### src/rtl/sseg_scan_decoder.sv
// Seven-segment bus monitor: filters each strobed (AN, sseg) pair for stability,
// decodes the cathodes back to hex nibbles and checks digits arrive in scan order 0..3.
//
// state | meaning
// WAIT0 | waiting for digit 0 to start a frame
// GOT0  | digit 0 captured, expecting digit 1
// GOT1  | digits 0,1 captured, expecting digit 2
// GOT2  | digits 0..2 captured, expecting digit 3
module sseg_scan_decoder #(
    parameter int unsigned MIN_HOLD = 1
) (
    input  logic        clk,
    input  logic        reset,
    input  logic [3:0]  AN,
    input  logic [7:0]  sseg,
    output logic [15:0] dig,
    output logic [3:0]  dig_vld,
    output logic        frame_done,
    output logic        code_err,
    output logic        bus_err,
    output logic        seq_err
);

    localparam logic [7:0] HOLD = 8'(MIN_HOLD);

    typedef enum logic [1:0] {
        WAIT0 = 2'd0,
        GOT0  = 2'd1,
        GOT1  = 2'd2,
        GOT2  = 2'd3
    } state_t;

    state_t      state;
    logic [11:0] in_q;
    logic [7:0]  run;
    logic        cap_pend;

    logic [11:0] pair_now;
    logic        differ;
    logic [7:0]  run_nxt;
    logic        cap_next;
    logic [3:0]  cap_an;
    logic [7:0]  cap_seg;
    logic        an_blank;
    logic        an_single;
    logic [1:0]  an_idx;
    logic [4:0]  dec;
    logic [1:0]  exp_idx;

    // Exact-match cathode table; bit 4 of the result flags a legal code.
    function automatic logic [4:0] decode(input logic [7:0] code);
        case (code)
            8'h81:   return {1'b1, 4'h0};
            8'hF3:   return {1'b1, 4'h1};
            8'h49:   return {1'b1, 4'h2};
            8'h61:   return {1'b1, 4'h3};
            8'h33:   return {1'b1, 4'h4};
            8'h25:   return {1'b1, 4'h5};
            8'h05:   return {1'b1, 4'h6};
            8'hF1:   return {1'b1, 4'h7};
            8'h01:   return {1'b1, 4'h8};
            8'h31:   return {1'b1, 4'h9};
            8'h11:   return {1'b1, 4'hA};
            8'h07:   return {1'b1, 4'hB};
            8'h8D:   return {1'b1, 4'hC};
            8'h43:   return {1'b1, 4'hD};
            8'h0D:   return {1'b1, 4'hE};
            8'h1D:   return {1'b1, 4'hF};
            default: return 5'b0_0000;
        endcase
    endfunction

    // A capture fires on the one edge where the run first reaches MIN_HOLD;
    // the extra term stops a saturated run at 255 from re-firing.
    always_comb begin
        pair_now = {AN, sseg};
        differ   = (pair_now != in_q);
        if (differ)
            run_nxt = 8'd1;
        else if (run == 8'hFF)
            run_nxt = run;
        else
            run_nxt = run + 8'd1;
        cap_next = (run_nxt == HOLD) && (differ || (run != HOLD));
    end

    always_comb begin
        cap_an    = in_q[11:8];
        cap_seg   = in_q[7:0];
        an_blank  = 1'b0;
        an_single = 1'b0;
        an_idx    = 2'd0;
        case (cap_an)
            4'b1111: an_blank = 1'b1;
            4'b1110: begin an_single = 1'b1; an_idx = 2'd0; end
            4'b1101: begin an_single = 1'b1; an_idx = 2'd1; end
            4'b1011: begin an_single = 1'b1; an_idx = 2'd2; end
            4'b0111: begin an_single = 1'b1; an_idx = 2'd3; end
            default: ;
        endcase
        dec     = decode(cap_seg);
        exp_idx = 2'(state);
    end

    always_ff @(posedge clk or negedge reset) begin
        if (!reset) begin
            in_q       <= {4'b1111, 8'hFF};
            run        <= 8'd0;
            cap_pend   <= 1'b0;
            state      <= WAIT0;
            dig        <= 16'h0000;
            dig_vld    <= 4'b0000;
            frame_done <= 1'b0;
            code_err   <= 1'b0;
            bus_err    <= 1'b0;
            seq_err    <= 1'b0;
        end else begin
            in_q       <= pair_now;
            run        <= run_nxt;
            cap_pend   <= cap_next;
            frame_done <= 1'b0;
            code_err   <= 1'b0;
            bus_err    <= 1'b0;
            seq_err    <= 1'b0;

            if (cap_pend && !an_blank) begin
                if (!an_single) begin
                    bus_err <= 1'b1;
                    state   <= WAIT0;
                end else if (!dec[4]) begin
                    code_err        <= 1'b1;
                    dig_vld[an_idx] <= 1'b0;
                    state           <= WAIT0;
                end else begin
                    dig[{an_idx, 2'b00} +: 4] <= dec[3:0];
                    dig_vld[an_idx]           <= 1'b1;
                    if (an_idx == exp_idx) begin
                        case (state)
                            WAIT0: state <= GOT0;
                            GOT0:  state <= GOT1;
                            GOT1:  state <= GOT2;
                            GOT2: begin
                                frame_done <= 1'b1;
                                state      <= WAIT0;
                            end
                            default: state <= WAIT0;
                        endcase
                    end else begin
                        // A stray digit 0 can still begin a new frame.
                        seq_err <= 1'b1;
                        state   <= (an_idx == 2'd0) ? GOT0 : WAIT0;
                    end
                end
            end
        end
    end

endmodule

### config.mk
export PLATFORM = sky130hd
export DESIGN_NAME = sseg_scan_decoder
export DESIGN_NICKNAME = d
export VERILOG_FILES = /design/src/rtl/sseg_scan_decoder.sv
export SDC_FILE = /design/constraint.sdc
export NUM_CORES = 1
export LEC_CHECK = 0
export CORE_UTILIZATION = 35
export DETAILED_ROUTE_END_ITERATION = 10
export SYNTH_ARGS = -nofsm -noshare
export SYNTH_HDL_FRONTEND = slang
export SYNTH_SLANG_ARGS = --single-unit
### constraint.sdc
create_clock -name clk -period 2.65 [get_ports clk]
set_input_delay 0.53 -clock clk [delete_from_list [all_inputs] [get_ports clk]]
set_output_delay 0.53 -clock clk [all_outputs]
set_load 0.01 [all_outputs]
-- Yosys cells after proc, flatten, opt, wreduce, memory -nomap -nowiden
Cells that the tools add are included.
W data, S select, Z words.
- output and inout bits: 24
- bits in registers: 47
- input bits: 14
- logic and storage cells: 87
- eq/ne operators: 29
- mux-type cells: 29
- add/subtract/negate cells: 2
- magnitude comparators: 2
- reduce and logical (&&, ||, !) cells: 10
- shift-type cells: 2
- bitwise operators: 3
- operators with widths (operator ; count):
    $pmux W5 S16 ; 1
    $eq A8 B8 Y1 const B ; 5
    $eq A8 B6 Y1 const B ; 3
    $eq A8 B7 Y1 const B ; 3
    $mux W1 ; 18
    $bwmux W16 ; 1
    $eq A4 B4 Y1 const B ; 4
    $eq A8 B1 Y1 const B ; 2
    $eq A8 B3 Y1 const B ; 2
    $eq A8 B5 Y1 const B ; 2
    $mux W8 ; 2
    $shift A4 B6 Y16 const A ; 1
    $shiftx A4 B6 Y16 ; 1
    $ne A12 B12 Y1 ; 1
    $add A8 B1 Y8 const B ; 1
    $eq A8 B4 Y1 const B ; 1
    $ne A8 B1 Y1 const B ; 1
    $pmux W2 S4 ; 1
    $mux W2 ; 3
    $neg A4 Y6 ; 1
    $pmux W2 S3 ; 1
    $and A4 B4 Y4 ; 1
    $eq A2 B2 Y1 const B ; 2
    $eq A4 B3 Y1 const B ; 1
    15 further kinds ; 18

-- Longest topological paths before layout
Gate-level depths: netlist (run 1).
- depth in word-level cells: 9
- gate-level depth with buffers: 8

-- Worst setup path before layout (run 1)
No wires, ideal clock.
- path kind: register to register
- from: register in_q[10]
- to: register dig[4]
- setup time: 0.079 ns
- data arrival time: 1.903 ns
- data required time: 2.571 ns
- stages on the path, launching flop included: 8
- setup slack: 0.668 ns
- cells stage by stage: dfstp_2 > buf_2 > xor2_2 > nand3_1 > ha_1 > nor3b_1 > o21ai_0 > mux2i_1
- word-level cells in the longest chain between the ends: 5
- elaborated cells on any way between the ends: 16
- classes of those cells: add/sub: 1; eq/ne: 5; shift: 2; mux: 4; reduce/logical: 4
- RTL lines (what ; RTL line ; RTL):
    start, declared ; 34 ; logic [11:0] in_q;
    start signal, assigned ; 107 ; in_q <= {4'b1111, 8'hFF};
    start signal, assigned ; 118 ; in_q <= pair_now;
    $eq A4 B3 Y1 / $eq A4 B4 Y1 (equally long branches) ; 93 ; case (cap_an)
    $pmux W2 S3 / $mux W1 (equally long branches) ; 93 ;
    $neg A4 Y6 / $logic_not A1 Y1 (equally long branches) ; 135, 126 ;
    $shiftx A4 B6 Y16 (tied with other cells) ; 135 ; dig[{an_idx, 2'b00} +: 4] <= dec[3:0];
    $bwmux W16 / $reduce_and A3 Y1 (equally long branches) ; - ;
    end signal, assigned by index ; 135 ;
    end, declared ; 16 ; output logic [15:0] dig,
Parallel ways exist; a longest one is shown, timed or not.
A chain may end at the register's enable or synchronous reset.

-- Worst setup path after layout (run 1)
- from: register in_q[9]
- to: register dig[4]
Same word-level chain as after synthesis.

==> results of run 1 <==
-- cells by family after synthesis --
kind of cell    Yosys count
mux                      11
simple gates             94
xor+xnor                 21
fa+ha+maj                10
buf+inv                  35
flops                    47
compound gates           56
-- routing by layer --
metal	share of wire (%)	wire length (um)	track usage [%]
met1	51	3063	21.22
met2	44	2635	22.12
met3	3.3	194	3.333
met4	1.3	75	4.615
met5	0	0	0
-- cells in the mapped netlist (5+ instances only) --
cell / n / share of area (%)
sky130_fd_sc_hd__a21oi_1: 7 / 1.2
sky130_fd_sc_hd__dfstp_2: 12 / 11
sky130_fd_sc_hd__ha_1: 9 / 3.9
sky130_fd_sc_hd__xnor2_1: 5 / 1.5
sky130_fd_sc_hd__dfrtp_1: 35 / 30
sky130_fd_sc_hd__mux2i_1: 11 / 3.8
sky130_fd_sc_hd__and3b_1: 5 / 1.5
sky130_fd_sc_hd__nand4_1: 5 / 1.1
sky130_fd_sc_hd__nand3_1: 13 / 2.2
sky130_fd_sc_hd__inv_1: 22 / 2.8
sky130_fd_sc_hd__a21o_1: 5 / 1.3
sky130_fd_sc_hd__o21ai_0: 15 / 2.6
sky130_fd_sc_hd__xor2_1: 14 / 4.2
sky130_fd_sc_hd__nand2_1: 13 / 1.7
sky130_fd_sc_hd__buf_2: 6 / 1.0
sky130_fd_sc_hd__nor2_1: 13 / 1.7
-- path summary, 6_finish.rpt --
| path | startpoint | to | slack, ns | depth (start not counted) |
|---|---|---|---|---|
| max | in_q[9]$_DFF_PN1_ | dig[4]$_DFFE_PN0P_ | 0.28 | 6 |
| min | reset | dig[8]$_DFFE_PN0P_ | 0.35 | 1 |
| max reg2reg | in_q[9]$_DFF_PN1_ | dig[4]$_DFFE_PN0P_ | 0.28 | 6 |
| min reg2reg | flop | flop | 0.49 | 1 |
| max in group asynchronous | reset | in_q[10]$_DFF_PN1_ | 1.54 | 2 |
| min in group clk | flop | flop | 0.49 | 1 |
-- flip-flops by register name, indices dropped and copies added, names as in the netlist, named ones only --
name,cells
code_err,1
dig,16
frame_done,1
exp_idx,2
seq_err,1
bus_err,1
run,8
in_q,12
cap_pend,1
-- where the power goes --
group | leakage [nW] | switching [mW] | internal, mW
clock network | 0.0654 | 0.245 | 0.377
registers | 0.596 | 0.0442 | 0.758
logic | 0.780 | 0.101 | 0.119
-- final cells by class --
class | count | area (um^2) | area share [%]
multi-input cells | 192 | 1540 | 44.59
flip-flops and latches | 47 | 1191 | 34.48
repair buffers | 39 | 380.4 | 11.01
well taps | 102 | 127.6 | 3.694
inverters | 22 | 82.58 | 2.390
clock buffers | 6 | 72.57 | 2.101
clock inverters | 2 | 60.06 | 1.739
==> results.py, run 1 <==
metrics = {
    "layout": {
        "final_net_count": 330,
        "finalInstanceArea_um2": 3455,
        "mostFrequentLayoutCell": "sky130_fd_sc_hd__clkdlybuf4s50_1",
        "layout-drive-gt1-share_pct": 15.26,
        "antenna_cells": 0,
        "area_growth_pct": 18.80,
        "mostFrequentLayoutCells": "sky130_fd_sc_hd__clkdlybuf4s50_1 (36), sky130_fd_sc_hd__dfrtp_1 (35), sky130_fd_sc_hd__inv_1 (22)",
        "finish.cell_count_without_fillers": 410,
        "final_core_util_pct": 43.80,
        "n_fill_cell": 756,
    },
    "routing": {
        "post-route-drc-count": 0,
        "antenna_left": 0,
        "drt_pre_antenna_iters": 4,
        "finalWirelength_mm": 5.968,
        "drt_iter0_markers": 75,
        "vias_per_cell": 5.137,
        "vias": 2106,
        "detail_route.wl_per_cell_um": 14.56,
    },
    "timing": {
        "timing.hold.ws_ns": 0.3521,
        "timing.final.max_slew_violations": 0,
        "max_clock_freq_mhz": 422.3,
        "final.setup.worst_slack_ns": 0.2819,
        "unrepaired_setup_endpoints_after_global_routing": "false",
        "report.final.setup_viol": 0,
        "skew_final_ns": 0.007402,
        "report.final.hold_viol_count": 0,
        "final.setup.tns_ns": 0,
        "timing_worst_slew_pin_value_ns": 0.9109,
        "relSlewSlack_pct": 39.28,
        "layout_min_cycle_time_ns": 2.368,
        "layout_worst_path_cycle_share_pct": 89.36,
    },
    "synthesis": {
        "synthesis.area_um2": 2908,
        "postSynth.topFlopCell": "sky130_fd_sc_hd__dfrtp_1",
        "postSynthAreaPerCell_um2": 10.61,
        "synth_compound_area_share_pct": 16.52,
        "synth-edff-count": 0,
        "share_of_synthesized_registers_carrying_an_async_set_or_reset_pct": 100.0,
        "post_synthesis_adder_cell_area_fraction_pct": 4.217,
        "synth-xor-area-share_pct": 6.842,
        "synth.yosys.seq_area_share_pct": 40.96,
        "ys_seq_elements": 47,
        "synth.yosys.warnings": 0,
        "combinational_family_with_the_most_area_after_synthesis": "simple AND/OR/NAND/NOR gates",
        "synth.distinct_cells": 66,
        "syn-num-nets": 297,
        "post_synth_and_or_nand_nor_area_fraction_pct": 21.60,
        "synth.area.mux_share_pct": 3.787,
        "cell_count_after_synthesis": 274,
    },
    "worst_setup_path": {
        "critical_path.startpoint_type": "flop",
        "path_cells": "xor2_2 -> nand3_1 -> ha_1 -> nor3b_1 -> o21ai_0 -> mux2i_1",
        "timing.critical_path.required_ns": 2.88,
        "crit_buf_inv": 0,
        "critPathKind": "flop to flop",
        "critical_path.max_stage_delay_ns": 0.66,
        "timing.critical_path.to_type": "flop",
        "crit_fanout": 9,
        "crit_family": "flip-flops",
        "cp_data_arrival_time_ns": 2.60,
        "slowest_stage": "sky130_fd_sc_hd__dfstp_2",
    },
    "grt": {
        "grt_antenna_before_repair": 0,
        "gr-total-overflow": 0,
        "grt_pass1_vias": 2037,
        "largest_net_degree_at_the_start_of_global_routing": 41,
        "grt_first_pass_wirelength_mm": 9.984,
        "grt_usage_pct": 14.82,
    },
    "power_and_ir_drop": {
        "power.ir.vdd_worst_mv": 0.2121,
        "leakagePower_nw": 1.442,
        "total_power_mw": 1.646,
        "power_density_of_the_placed_cells_nw_per_um2": 476.4,
    },
    "floorplanning": {
        "die_width_um": 93.15,
        "die_h_um": 93.15,
        "floorplan.initialDensity_pct": 36.87,
        "std_cell_rows": 32,
        "core_um2": 7888,
        "die-area_um2": 8677,
        "ioPinCount": 38,
    },
    "worst_hold_path": {
        "hold_path_class": "primary input to async pin",
    },
    "clock_network": {
        "cts_max_path_buffers": 2,
        "insertion_delay_ns": 0.30,
        "clkTransAtPathRegs_ns": 0.09,
        "ctsResizeCount": 0,
        "clock-sinks": 47,
        "htree_depth": 2,
        "cts_root_buffer": "sky130_fd_sc_hd__clkbuf_8",
        "tritoncts_clock_tree": "yes",
        "post-cts-setup-buffers": 0,
        "number_of_hold_buffers_added_after_cts": 0,
        "number_of_buffers_inserted_during_clock_tree_synthesis": 5,
    },
    "placement": {
        "placed_cell_count": 402,
        "post_dp_cell_area_um2": 3322,
        "gp_congestion": 0.7920,
        "hpwl_mm": 4.372,
        "placement.setup.worst_slack_ns": 0.2827,
        "portBuffers": 37,
    },
    "outcome": {
        "run_status": "completed",
    },
    "flow_run": {
        "cap_viol_max_count": 0,
    },
}
(Power assumes the default switching activity.)
==> inputs of run 2 (changes only) <==
CORE_ASPECT_RATIO = 1.5   (was not set)
SKIP_CTS_REPAIR_TIMING = 1   (was not set)
==> run 2 against run 1 <==
Sequential share of layout area shrank 0.33 points. Worst hold slack worse by 0.33 ns. Setup slack got worse by 0.022 ns. Non-clock buffer count stayed put. Largest power group unchanged.
==> results.py, run 2 (synthesis results as in run 1) <==
metrics = {
    "clock_network": {
        "cts_max_path_buffers": 2,
        "cts_root_buffer": "sky130_fd_sc_hd__clkbuf_16",
        "insertion_delay_ns": 0.28,
        "clock-sinks": 47,
        "tritoncts_clock_tree": "yes",
        "htree_depth": 2,
        "clkTransAtPathRegs_ns": 0.06,
        "number_of_buffers_inserted_during_clock_tree_synthesis": 5,
    },
    "grt": {
        "grt_usage_pct": 14.50,
        "grt_pass1_vias": 2107,
        "largest_net_degree_at_the_start_of_global_routing": 28,
        "met3_usage_pct": 2.400,
        "grt_first_pass_wirelength_mm": 9.984,
        "grtUsageMet2_pct": 24.92,
        "grt_antenna_before_repair": 0,
        "gr-total-overflow": 0,
        "grt_busiest_layer": "met2",
        "groute.layer.met1.usage_pct": 17.92,
    },
    "floorplanning": {
        "die_h_um": 113.6,
        "floorplan.initialDensity_pct": 36.31,
        "std_cell_rows": 40,
        "core_um2": 8008,
        "ioPinCount": 38,
        "die-area_um2": 8684,
        "die_width_um": 76.42,
    },
    "routing": {
        "vias": 2089,
        "post-route-drc-count": 0,
        "vias_per_cell": 5.058,
        "drt_iter0_markers": 103,
        "finalWirelength_mm": 5.810,
        "detail_route.wl_per_cell_um": 14.07,
        "drt_pre_antenna_iters": 4,
        "antenna_left": 0,
    },
    "placement": {
        "gp_congestion": 0.8155,
        "portBuffers": 37,
        "hpwl_mm": 4.437,
        "placement.setup.worst_slack_ns": 0.2808,
    },
    "worst_setup_path": {
        "worst_r2r_path_depth": 6,
        "cp_data_arrival_time_ns": 2.60,
        "regToRegEndpoint": "dig[5]$_DFFE_PN0P_",
        "slowest_stage": "sky130_fd_sc_hd__dfstp_2",
        "reg2reg_slack_ns": 0.26,
        "critical_path.max_stage_delay_ns": 0.64,
        "critPathKind": "flop to flop",
        "critical_path.startpoint_type": "flop",
        "path_cells": "xor2_2 -> nand3_1 -> ha_1 -> nor3b_1 -> o21ai_0 -> mux2i_1",
        "timing.critical_path.to_type": "flop",
        "worst_r2r_startpoint": "in_q[9]$_DFF_PN1_",
        "timing.critical_path.required_ns": 2.86,
        "crit_fanout": 9,
    },
    "timing": {
        "unrepaired_setup_endpoints_after_global_routing": "false",
        "report.final.setup_viol": 0,
        "final.setup.worst_slack_ns": 0.2604,
        "final.setup.tns_ns": 0,
        "timing_worst_slew_pin_value_ns": 0.5685,
        "relSlewSlack_pct": 62.04,
        "max_clock_freq_mhz": 418.5,
        "skew_final_ns": 0.002289,
        "layout_min_cycle_time_ns": 2.390,
        "layout_worst_path_cycle_share_pct": 90.18,
        "report.final.hold_viol_count": 0,
        "timing.final.max_slew_violations": 0,
    },
    "layout": {
        "mostFrequentLayoutCell": "sky130_fd_sc_hd__clkdlybuf4s50_1",
        "layout-drive-gt1-share_pct": 14.94,
        "area_growth_pct": 19.97,
        "register_containing_the_most_flip_flops_in_the_final_layout": "dig",
        "final_net_count": 330,
        "largestRegisters": "dig (16), in_q (12), run (8)",
        "antenna_cells": 0,
        "largest_register_ff_count": 16,
        "mostFrequentLayoutCells": "sky130_fd_sc_hd__clkdlybuf4s50_1 (36), sky130_fd_sc_hd__dfrtp_1 (35), sky130_fd_sc_hd__inv_1 (22)",
    },
    "power_and_ir_drop": {
        "power_density_of_the_placed_cells_nw_per_um2": 492.9,
        "leakagePower_nw": 1.455,
        "power.ir.vdd_worst_mv": 0.2708,
    },
    "outcome": {
        "run_status": "completed",
    },
    "worst_hold_path": {
        "hold_path_class": "primary input to async pin",
    },
    "flow_run": {
        "cap_viol_max_count": 0,
    },
}
run 2: cell count changes in the layout (fill, tap and decap cells not counted), sizes merged:
cell    before  now
bufinv       2    1
clkbuf       6    7
run 2: power by group:
group          total, mW  switching, mW  internal (mW)
Clock              0.697          0.252          0.446
Sequential         0.804         0.0442          0.760
Combinational      0.218         0.0988          0.119
run 2: worst max-delay path: cells and delay by family (launching register included):
family,cells,cell delay (ns)
compound gates,1,0.18
flops,1,0.64
fa+ha+maj,1,0.44
simple gates,2,0.69
mux,1,0.17
xor+xnor,1,0.19
run 2: how the worst max path moves through the flow:
stage	startpoint	to	slack (ns)	cells past startpoint
6_report	in_q[9]$_DFF_PN1_	dig[5]$_DFFE_PN0P_	0.26	6
5_1_grt	in_q[9]$_DFF_PN1_	dig[5]$_DFFE_PN0P_	0.09	6
4_1_cts	in_q[9]$_DFF_PN1_	dig[5]$_DFFE_PN0P_	0.25	6
3_5_place_dp	in_q[9]$_DFF_PN1_	dig[5]$_DFFE_PN0P_	0.28	6
3_3_place_gp	in_q[9]$_DFF_PN1_	dig[5]$_DFFE_PN0P_	0.31	6
2_1_floorplan	in_q[10]$_DFF_PN1_	dig[4]$_DFFE_PN0P_	0.67	7
run 2: layout make-up:
type | instances | area, um^2
Tap cell | 105 | 131.4
Inverter | 22 | 82.58
Clock buffer | 7 | 132.6
Sequential cell | 47 | 1191
Fill cell | 782 | 4519
Timing Repair Buffer | 39 | 380.4
Clock inverter | 1 | 30.03
Multi-Input combinational cell | 192 | 1540
run 2: per-layer routing:
| metal | vias to the layer above | routed length (um) |
|---|---|---|
| li1 | 1036 | - |
| met2 | 52 | 2967 |
| met3 | 7 | 188 |
| met4 | 0 | 103 |
| met1 | 994 | 2550 |
| met5 | - | 0 |
run 2: stage by stage:
step	hold WS [ns]	cells	util, %	cell area (um^2)	total power, mW
3_3_place_gp	0.3247	405	41.53	3326	1.033
3_5_place_dp	0.3217	405	41.53	3326	1.037
6_report	0.01891	413	43.56	3488	1.719
4_1_cts	0.009521	413	43.56	3488	1.750
2_1_floorplan	0.2344	274	-	2908	0.9341
5_1_grt	0.008400	413	43.56	3488	1.795
